--- src/rtl/spi_master.sv ---
// SPI mode-0 master: one 8-bit full-duplex transfer per accepted start, LSB first.
// Define SPI_MASTER_MSB_FIRST_EN to transmit and receive MSB first instead.
module spi_master #(
  parameter int CLK_DIV = 4
) (
  input  logic       clk,
  input  logic       rst_n,
  input  logic       start,
  input  logic [7:0] tx_data,
  output logic [7:0] rx_data,
  output logic       busy,
  output logic       done,
  output logic       sclk,
  output logic       mosi,
  input  logic       miso,
  output logic       ss
);

  localparam int DW = $clog2(CLK_DIV + 1);
  localparam logic [DW-1:0] DIV_LAST = DW'(CLK_DIV - 1);

  typedef enum logic [2:0] {
    IDLE,
    SETUP,
    HIGH,
    LOW,
    HOLD
  } state_t;

  state_t          state;
  logic [DW-1:0]   div_cnt;
  logic [2:0]      bit_cnt;
  logic [7:0]      tx_sr;
  logic [7:0]      rx_sr;
  logic            div_end;

  always_comb begin
    div_end = (div_cnt == DIV_LAST);
  end

  // mosi is taken straight from the end of the transmit shift register, which
  // is cleared on return to IDLE so the line idles low.
`ifdef SPI_MASTER_MSB_FIRST_EN
  assign mosi = tx_sr[7];
`else
  assign mosi = tx_sr[0];
`endif

  always_ff @(posedge clk or negedge rst_n) begin
    if (!rst_n) begin
      state   <= IDLE;
      div_cnt <= '0;
      bit_cnt <= '0;
      tx_sr   <= '0;
      rx_sr   <= '0;
      rx_data <= '0;
      busy    <= 1'b0;
      done    <= 1'b0;
      sclk    <= 1'b0;
      ss      <= 1'b1;
    end else begin
      done <= 1'b0;
      case (state)
        IDLE: begin
          if (start) begin
            state   <= SETUP;
            div_cnt <= '0;
            bit_cnt <= '0;
            tx_sr   <= tx_data;
            ss      <= 1'b0;
            busy    <= 1'b1;
          end
        end

        SETUP, LOW: begin
          if (div_end) begin
            div_cnt <= '0;
            state   <= HIGH;
            sclk    <= 1'b1;
`ifdef SPI_MASTER_MSB_FIRST_EN
            rx_sr   <= {rx_sr[6:0], miso};
`else
            rx_sr   <= {miso, rx_sr[7:1]};
`endif
          end else begin
            div_cnt <= div_cnt + 1'b1;
          end
        end

        HIGH: begin
          if (div_end) begin
            div_cnt <= '0;
            sclk    <= 1'b0;
            // The falling edge after the eighth bit goes straight to HOLD,
            // keeping the frame at 17 half-periods.
            if (bit_cnt == 3'd7) begin
              state <= HOLD;
            end else begin
              state   <= LOW;
              bit_cnt <= bit_cnt + 1'b1;
`ifdef SPI_MASTER_MSB_FIRST_EN
              tx_sr   <= {tx_sr[6:0], 1'b0};
`else
              tx_sr   <= {1'b0, tx_sr[7:1]};
`endif
            end
          end else begin
            div_cnt <= div_cnt + 1'b1;
          end
        end

        HOLD: begin
          if (div_end) begin
            div_cnt <= '0;
            state   <= IDLE;
            tx_sr   <= '0;
            ss      <= 1'b1;
            busy    <= 1'b0;
            done    <= 1'b1;
            rx_data <= rx_sr;
          end else begin
            div_cnt <= div_cnt + 1'b1;
          end
        end

        default: begin
          state <= IDLE;
        end
      endcase
    end
  end

endmodule

--- config.mk ---
export PLATFORM = sky130hd
export DESIGN_NAME = spi_master
export DESIGN_NICKNAME = d
export VERILOG_FILES = /design/src/rtl/spi_master.sv
export SDC_FILE = /design/constraint.sdc
export NUM_CORES = 1
export LEC_CHECK = 0
export CAP_MARGIN = 20
export CORE_MARGIN = 4
export CORE_UTILIZATION = 54
export CTS_CLUSTER_SIZE = 40
export DETAILED_ROUTE_END_ITERATION = 10
export GPL_TIMING_DRIVEN = 0
export PLACE_DENSITY = 0.82
export SYNTH_ARGS = -nofsm -noshare
export SYNTH_HDL_FRONTEND = slang
export SYNTH_SLANG_ARGS = --single-unit
--- constraint.sdc ---
create_clock -name clk -period 2.4 [get_ports clk]
set_input_delay 0.24 -clock clk [delete_from_list [all_inputs] [get_ports clk]]
set_output_delay 0.24 -clock clk [all_outputs]
set_load 0.05 [all_outputs]
==> results of run 1 <==
## layout make-up
cell class | instances | area, um^2 | share of cell area (%)
sequential | 37 | 927 | 43.0
timing repair buffer | 24 | 235 | 10.9
buffer | 10 | 57.6 | 2.67
multi-input combinational | 105 | 817 | 37.9
clock buffer | 6 | 41.3 | 1.92
tap | 44 | 55.1 | 2.56
clock inverter | 2 | 10.0 | 0.465
inverter | 3 | 11.3 | 0.523
## logic make-up after synthesis
logic type	Yosys count	synth area share, %
simple gates	39	11.5
compound gates	38	14.8
flops	37	51.1
mux	24	16.3
buf+inv	13	3.80
fa+ha+maj	3	2.07
xor+xnor	1	0.483
## power breakdown
part	internal (mW)	leakage (nW)	switching [mW]	total, mW
combinational	0.491	0.502	0.478	0.969
clock	0.112	0.0320	0.198	0.310
sequential	0.819	0.465	0.129	0.947
total	1.42	0.999	0.805	2.23
## routing by layer
layer / vias up / global-route usage (%)
li1: 625 / -
met1: 619 / 22.1
met2: 38 / 30.7
met3: 5 / 4.42
met4: 0 / 7.11
met5: - / 0
## synthesized netlist by cell type
cell type / instances
a211oi_1: 2
a21boi_0: 1
a21oi_1: 7
a22o_1: 14
a31oi_1: 1
a32oi_1: 1
and2b_1: 1
and3_1: 1
and3b_1: 1
buf_1: 2
buf_2: 4
buf_6: 2
clkbuf_1: 2
clkinv_1: 1
dfrtp_1: 36
dfstp_2: 1
ha_1: 3
inv_1: 2
mux2_1: 8
mux2_2: 8
mux2_4: 7
mux2i_1: 1
nand2_1: 13
nand3_1: 5
nor2_1: 4
nor2_2: 1
nor2_4: 2
nor2b_1: 2
nor3_1: 4
o211ai_1: 2
o21ai_0: 6
o21ai_1: 2
o21bai_1: 1
o311a_1: 1
or2_2: 1
or2b_1: 1
or3_1: 2
or3b_2: 1
xnor2_1: 1
## worst min path at each step
| stage | start | end | slack (ps) | cells past startpoint |
|---|---|---|---|---|
| 5_1_grt | rst_n | rx_data[4]$_DFFE_PN0P_ | 40 | 1 |
| 2_1_floorplan | rst_n | bit_cnt[0]$_DFFE_PN0P_ | -60 | 0 |
| 3_3_place_gp | rx_sr[0]$_DFFE_PN0P_ | rx_data[0]$_DFFE_PN0P_ | 470 | 1 |
| 6_report | rst_n | rx_sr[1]$_DFFE_PN0P_ | -30 | 1 |
| 3_5_place_dp | rst_n | rx_sr[1]$_DFFE_PN0P_ | 380 | 1 |
| 4_1_cts | rst_n | rx_data[4]$_DFFE_PN0P_ | 2 | 1 |
## critical path, cell delays in order, from the launching register on
cell      delay [ps]
dfrtp_1          430
ha_1             210
ha_1             170
clkbuf_1         190
o21ai_1          160
o21ai_1           70
or3_1            360
buf_6            160
mux2_4           300
## through the flow
step | hold WS, ps | std cells | area, um^2
after detailed placement | 375 | 223 | 2100
final | -27.2 | 231 | 2150
after CTS | 2.40 | 231 | 2150
after global routing | 39.0 | 231 | 2150
after floorplan | -55.6 | 155 | 1810
after global placement | 467 | 223 | 2110
## sequential cells by signal, indices dropped and copies added (netlist names)
signal,flops
rx_data,8
rx_sr,8
tx_sr,8
bit_cnt,3
div_cnt,3
state,3
busy,1
done,1
sclk,1
ss,1
## placed cells by master, fill, tap and decap left out, drive strengths merged, types with 2 or more instances in the layout
cell type,netlist,layout
dfrtp,36,36
clkdlybuf4s50,0,23
mux2,23,23
a22o,14,14
nand2,13,13
buf,8,9
o21ai,8,8
clkbuf,2,8
a21oi,7,7
nor2,7,7
nand3,5,5
nor3,4,4
ha,3,3
clkinv,1,3
or3,2,2
inv,2,2
nor2b,2,2
o211ai,2,2
a211oi,2,2
==> results.toml, run 1 <==
[global_routing]
grt_max_degree = 38
grt_first_pass_wirelength_mm = 6.07
antenna_found_initial = 0
overflow = 0
grt_usage_pct = 18.1
grt_pass1_vias = 1398

[critical_path]
r2r-end = "tx_sr[4]$_DFFE_PN0P_"
startpoint_type = "register"
cp-endpoint = "tx_sr[4]$_DFFE_PN0P_"
crit_type = "reg -> reg"
crit_path_start = "bit_cnt[0]$_DFFE_PN0P_"
critPathMaxFanout = 8
arrival_ps = 2380
r2r_cells = 8
rr_startpoint = "bit_cnt[0]$_DFFE_PN0P_"
cp-end-kind = "register"
required_ps = 2620
rrSetupSlack_ps = 240

[detailed_routing]
dr.pass1.iters = 4
num_vias = 1287
routed_wl_mm = 3.42
top_layer_used = "met4"
wl_met2_mm = 1.67
wl_per_cell_um = 14.8
ant_nets = 0
drt_iter0_drc = 80
route.detailed.drc = 0
routed-wl-met3_um = 162
viasPerCell = 5.57
wirelength_met1_mm = 1.55

[timing]
worst_pin_slew_ps = 787
drv_slew = 0
postLayoutSetupSlackWorst_ps = 244
fmax_ghz = 0.464
finalCritPeriodShare_pct = 89.8
period_needed_ps = 2160
hold_viol = 36
final.setup_skew_ps = 4.80
fin_setup_tns_ps = 0
hold_ws_ps = -27.2
relSlewSlack_pct = 47.5
setup_viol = 0
rsz0062_at_grt = "no"

[logic_synthesis]
synth.area.top_cells = "dfrtp_1 (50%), a22o_1 (6.8%), mux2_4 (5.8%)"
ys_seq_area_share_pct = 51.1
synth_nets = 170
syn_inst = 155
synth.avg_cell_area_um2 = 11.7
yosys.area.top_type = "dfrtp_1"
synth_seq_cells = 37
synth_cell_types = 39
yosysTopAreaCellShare_pct = 49.7
yosys_warnings = 0
syn_area_mm2 = 0.00181

[floorplanning]
die_area_mm2 = 0.00435
top_level_ports = 25
dieWidth_um = 65.9
num_rows = 20
dieHeight_um = 65.9
core_area_mm2 = 0.00313
start_util_pct = 58.0

[clocking]
root_buffer = "clkbuf_4"
cts.sinks = 37
cts-resized-gates = 0
clock_path_buffers = 2
cts_tree = "done"
clk_latency_ps = 330
h-tree-depth = 2
hold_buffers = 0
clkTransAtPathRegs_ps = 110
cts_buffers = 5
cts_setup_buffers = 0

[pwr]
peakVddDrop_mv = 0.507
p_total_mw = 2.23
pwr_density_cell_mw_per_mm2 = 1030
power.leakage_nw = 0.999

[cells_and_area]
n_fill_cell = 220
drive_gt1_share_pct = 18.7
fin_util_pct = 68.9
area_growth_pct = 18.8
n_antenna_cell = 0
nets = 201

[worst_hold_path]
hp-class = "in -> async"

[placed_design]
globalplace.congestion = 0.794
dpl_worst_slack_ps = 255
portBuffers = 24
hpwl_mm = 2.44

[status]
violations = "hold timing"
status = "complete, but fails checks"

[flow_run]
drv_cap = 0
Note: power is estimated with default switching activity, not from simulation.
==> inputs of run 2 (changes only) <==
--- a/config.mk
+++ b/config.mk
@@ -11,7 +11,8 @@
 export CTS_CLUSTER_SIZE = 40
 export DETAILED_ROUTE_END_ITERATION = 10
 export GPL_TIMING_DRIVEN = 0
-export PLACE_DENSITY = 0.82
+export PLACE_DENSITY = 0.89
+export SETUP_SLACK_MARGIN = 0.02
 export SYNTH_ARGS = -nofsm -noshare
 export SYNTH_HDL_FRONTEND = slang
 export SYNTH_SLANG_ARGS = --single-unit
==> results.toml, run 2 (synthesized netlist as in run 1, its figures left out) <==
[floorplanning]
num_rows = 20
top_level_ports = 25
start_util_pct = 58.0
die_area_mm2 = 0.00435
dieWidth_um = 65.9
core_area_mm2 = 0.00313
dieHeight_um = 65.9

[critical_path]
startpoint_type = "register"
arrival_ps = 2430
required_ps = 2630
critPathMaxFanout = 8
cp-end-kind = "register"
crit_type = "reg -> reg"

[pwr]
peakVddDrop_mv = 0.625
pwr_density_cell_mw_per_mm2 = 1070
switchingPower_mw = 0.828
p_total_mw = 2.36
clkPwrFrac_pct = 18.7
p_comb_share_pct = 41.2
power.internal_mw = 1.53
seq_power_share_pct = 40.1
switching_share_pct = 35.1
power.leakage_nw = 1.01

[timing]
fin_setup_tns_ps = 0
finalCritPeriodShare_pct = 91.4
fmax_ghz = 0.456
drv_slew = 0
final.setup_skew_ps = 16.4
hold_viol = 0
relSlewSlack_pct = 46.4
setup_viol = 0
period_needed_ps = 2190
rsz0062_at_grt = "no"
worst_pin_slew_ps = 804

[cells_and_area]
fin_util_pct = 70.2
nets = 202
layout_commonest_cell = "dfrtp_1"
n_antenna_cell = 0
final_cell_mix = "dfrtp_1 (36), clkdlybuf4s50_1 (23), a22o_1 (14), nand2_1 (13)"
area_growth_pct = 21.2
top_regs = "rx_data (8), rx_sr (8), tx_sr (8)"
drive_gt1_share_pct = 19.1

[clocking]
cts_tree = "done"
cts_buffers = 5
clock_path_buffers = 2
root_buffer = "clkbuf_4"
clkTransAtPathRegs_ps = 120
cts-resized-gates = 0
clk_latency_ps = 360
h-tree-depth = 2
cts.sinks = 37

[global_routing]
grt_pass1_vias = 1304
use_met1_pct = 22.6
grt_max_degree = 38
antenna_found_initial = 0
overflow = 0
top_usage_layer = "met2"
met2_usage_pct = 30.4
use_met3_pct = 7.65
grt_usage_pct = 19.0
grt_first_pass_wirelength_mm = 6.17

[status]
status = "finished, final reports clean"

[detailed_routing]
num_vias = 1304
ant_nets = 0
dr.pass1.iters = 5
wl_per_cell_um = 15.7
viasPerCell = 5.62
drt_iter0_drc = 90
route.detailed.drc = 0
routed_wl_mm = 3.63

[placed_design]
hpwl_mm = 2.58
portBuffers = 24
globalplace.congestion = 0.826

[worst_hold_path]
hp-class = "in -> reg"

[flow_run]
drv_cap = 0
run 2: layer usage:
layer,vias to the layer above,wire length [um]
li1,623,-
met2,38,1770
met4,0,65
met3,8,257
met1,635,1540
met5,-,0
run 2: final timing paths:
| path | from | endpoint | slack [ps] | cells past startpoint |
|---|---|---|---|---|
| min | tx_data[7] | tx_sr[7]$_DFFE_PN0P_ | 450 | 3 |
| max reg2reg | bit_cnt[0]$_DFFE_PN0P_ | tx_sr[5]$_DFFE_PN0P_ | 210 | 8 |
| max | bit_cnt[0]$_DFFE_PN0P_ | tx_sr[5]$_DFFE_PN0P_ | 210 | 8 |
| min in group asynchronous | rst_n | state[1]$_DFFE_PN0P_ | 500 | 2 |
| min reg2reg | rx_sr[0]$_DFFE_PN0P_ | rx_data[0]$_DFFE_PN0P_ | 490 | 1 |
| max in group asynchronous | rst_n | tx_sr[1]$_DFFE_PN0P_ | 1390 | 2 |
run 2: repair_timing:
item | 4_1_cts | 5_1_grt
endpoints found under the hold margin | 29 | 0
endpoints found under the setup margin | 0 | 0
hold buffers | 1 | 0
setup buffers | 0 | 0
run 2: worst max-delay path, cell delays in order, from the launching register on:
cell and delay, ps:
dfrtp_1 420, ha_1 200, ha_1 170, clkbuf_1 200
o21ai_1 170, o21ai_1 80, or3_1 360, buf_6 160
mux2_4 300
run 2: area by class of cell:
class	count	area [um^2]
clock inverters	3	46.3
repair buffers	25	245
clock buffers	5	37.5
flip-flops and latches	37	927
plain buffers	10	57.6
fillers	219	931
multi-input cells	105	817
inverters	3	11.3
well taps	44	55.1
run 2: power groups by stage:
stage	clock network [mW]	registers (mW)	logic, mW
after CTS	0.452	0.943	0.977
final	0.441	0.946	0.971
after floorplan	0	0.979	0.713
after global placement	0	0.939	0.920
after detailed placement	0	0.954	0.970
after global routing	0.486	0.972	1.07
run 2: per-stage QoR:
step / hold WS (ps) / area [um^2] / cells / setup slack (ps)
after floorplan: -55.6 / 1810 / 155 / 409
after global placement: 464 / 2110 / 223 / 302
after detailed placement: 378 / 2100 / 223 / 230
after CTS: 448 / 2200 / 232 / 188
after global routing: 463 / 2200 / 232 / 46.2
final: 445 / 2200 / 232 / 206
==> inputs of run 3 (changes only) <==
--- a/config.mk
+++ b/config.mk
@@ -5,13 +5,13 @@
 export SDC_FILE = /design/constraint.sdc
 export NUM_CORES = 1
 export LEC_CHECK = 0
-export CAP_MARGIN = 20
+export CAP_MARGIN = 15
 export CORE_MARGIN = 4
-export CORE_UTILIZATION = 54
+export CORE_UTILIZATION = 40
 export CTS_CLUSTER_SIZE = 40
 export DETAILED_ROUTE_END_ITERATION = 10
 export GPL_TIMING_DRIVEN = 0
-export PLACE_DENSITY = 0.89
+export PLACE_DENSITY = 0.71
 export SETUP_SLACK_MARGIN = 0.02
 export SYNTH_ARGS = -nofsm -noshare
 export SYNTH_HDL_FRONTEND = slang
==> results.toml, run 3 (synthesized netlist as in run 1, its figures left out) <==
[pwr]
power.internal_mw = 1.51
pwr_density_cell_mw_per_mm2 = 1060
clkPwrFrac_pct = 18.1
switching_share_pct = 35.2
peakVddDrop_mv = 0.464
power.leakage_nw = 1.00
switchingPower_mw = 0.823
p_comb_share_pct = 41.4
seq_power_share_pct = 40.5

[cells_and_area]
nets = 201
n_antenna_cell = 0
layout_commonest_cell = "dfrtp_1"
top_regs = "rx_data (8), rx_sr (8), tx_sr (8)"
drive_gt1_share_pct = 18.7
area_growth_pct = 21.4
final_cell_mix = "dfrtp_1 (36), clkdlybuf4s50_1 (23), a22o_1 (14), nand2_1 (13)"

[critical_path]
cp_top_family = "flip-flops"
r2r_cells = 8
critical_path.cell_chain = "ha_1 -> ha_1 -> clkbuf_1 -> o21ai_1 -> o21ai_1 -> or3_1 -> buf_6 -> mux2_4"
critical_path_depth = 8
worst-path-buf-inv = 2
arrival_ps = 2330
slowest_stage = "dfrtp_1"
startpoint_type = "register"
rr_startpoint = "bit_cnt[0]$_DFFE_PN0P_"
rrSetupSlack_ps = 240
r2r-end = "tx_sr[1]$_DFFE_PN0P_"
cp-endpoint = "tx_sr[1]$_DFFE_PN0P_"
crit_path_start = "bit_cnt[0]$_DFFE_PN0P_"
cpPeakStageDelay_ps = 420
cp-end-kind = "register"
required_ps = 2570
crit_type = "reg -> reg"
critPathMaxFanout = 8

[clocking]
cts.sinks = 37
clk_latency_ps = 280
cts_tree = "done"
cts-resized-gates = 0
cts_buffers = 5
hold_buffers = 0
cts_setup_buffers = 0
clock_path_buffers = 2
clkTransAtPathRegs_ps = 70
root_buffer = "clkbuf_8"
h-tree-depth = 2

[timing]
rsz0062_at_grt = "no"
setup_viol = 0
relSlewSlack_pct = 45.8
drv_slew = 0
postLayoutSetupSlackWorst_ps = 239
worst_pin_slew_ps = 813
hold_viol = 0
fmax_ghz = 0.463
period_needed_ps = 2160
final.setup_skew_ps = 6.16
fin_setup_tns_ps = 0
finalCritPeriodShare_pct = 90.0

[global_routing]
grt_max_degree = 38
grt_first_pass_wirelength_mm = 6.20
grt_pass1_vias = 1371
grt_usage_pct = 14.4
antenna_found_initial = 0
overflow = 0

[detailed_routing]
num_vias = 1293
drt_iter0_drc = 65
ant_nets = 0
viasPerCell = 5.41
dr.pass1.iters = 4
route.detailed.drc = 0
wl_per_cell_um = 15.2
routed_wl_mm = 3.63

[placed_design]
globalplace.congestion = 0.827
portBuffers = 24
dpl_worst_slack_ps = 263
hpwl_mm = 2.55

[worst_hold_path]
hp-class = "in -> async"

[floorplanning]
num_rows = 24
start_util_pct = 41.4
dieWidth_um = 75.3
dieHeight_um = 75.3
top_level_ports = 25
core_area_mm2 = 0.00438
die_area_mm2 = 0.00567

[status]
status = "finished, final reports clean"

[flow_run]
drv_cap = 0
[run 3: changes by cell type in the layout (fill, tap and decap cells not counted)]
| cell | delta |
|---|---|
| clkbuf_4 | -5 |
| clkbuf_8 | +5 |
| bufinv_16 | -1 |
| clkbuf_1 | +1 |
| clkinv_4 | -1 |
| clkinvlp_4 | +1 |
| dlygate4sd3_1 | -1 |
[run 3: routing by layer]
| metal | vias to the layer above | share of wire [%] | GRT usage [%] |
|---|---|---|---|
| li1 | 626 | - | - |
| met1 | 633 | 46 | 17.2 |
| met2 | 26 | 48 | 23.6 |
| met3 | 8 | 4.9 | 4.49 |
| met4 | 0 | 1.8 | 6.99 |
| met5 | - | 0 | 0 |
[run 3: cell type report]
cell class	instances	area (um^2)
Fill cell	390	2180
Sequential cell	37	927
Multi-Input combinational cell	105	817
Timing Repair Buffer	24	235
Clock buffer	6	72.6
Tap cell	52	65.1
Buffer	10	57.6
Clock inverter	2	15.0
Inverter	3	11.3
[run 3: how the worst min path moves through the flow]
stage                               startpoint                      to  slack, ps  cells past startpoint
after CTS                                rst_n  bit_cnt[0]$_DFFE_PN0P_         80                      1
after global placement    rx_sr[0]$_DFFE_PN0P_  rx_data[0]$_DFFE_PN0P_        470                      1
final                                    rst_n    tx_sr[4]$_DFFE_PN0P_         50                      1
after global routing                     rst_n  bit_cnt[2]$_DFFE_PN0P_        110                      1
after floorplan                          rst_n  bit_cnt[0]$_DFFE_PN0P_        -60                      0
after detailed placement                 rst_n    tx_sr[3]$_DFFE_PN0P_        390                      1
[run 3: power groups by stage]
stage | registers (mW) | logic [mW] | clock network, mW
CTS | 0.948 | 0.977 | 0.439
finish | 0.947 | 0.968 | 0.422
detailed placement | 0.956 | 0.974 | 0
floorplan | 0.979 | 0.713 | 0
global placement | 0.939 | 0.928 | 0
global route | 0.973 | 1.07 | 0.460
[run 3: through the flow]
step	total power [mW]	instance area (um^2)	cells	hold slack [ps]	utilization (%)
after floorplan	1.69	1810	155	-55.6	-
after global placement	1.87	2120	231	475	48.3
after detailed placement	1.93	2110	231	391	48.2
after CTS	2.36	2200	239	75.8	50.2
after global routing	2.50	2200	239	107	50.2
final	2.34	2200	239	47.1	50.2
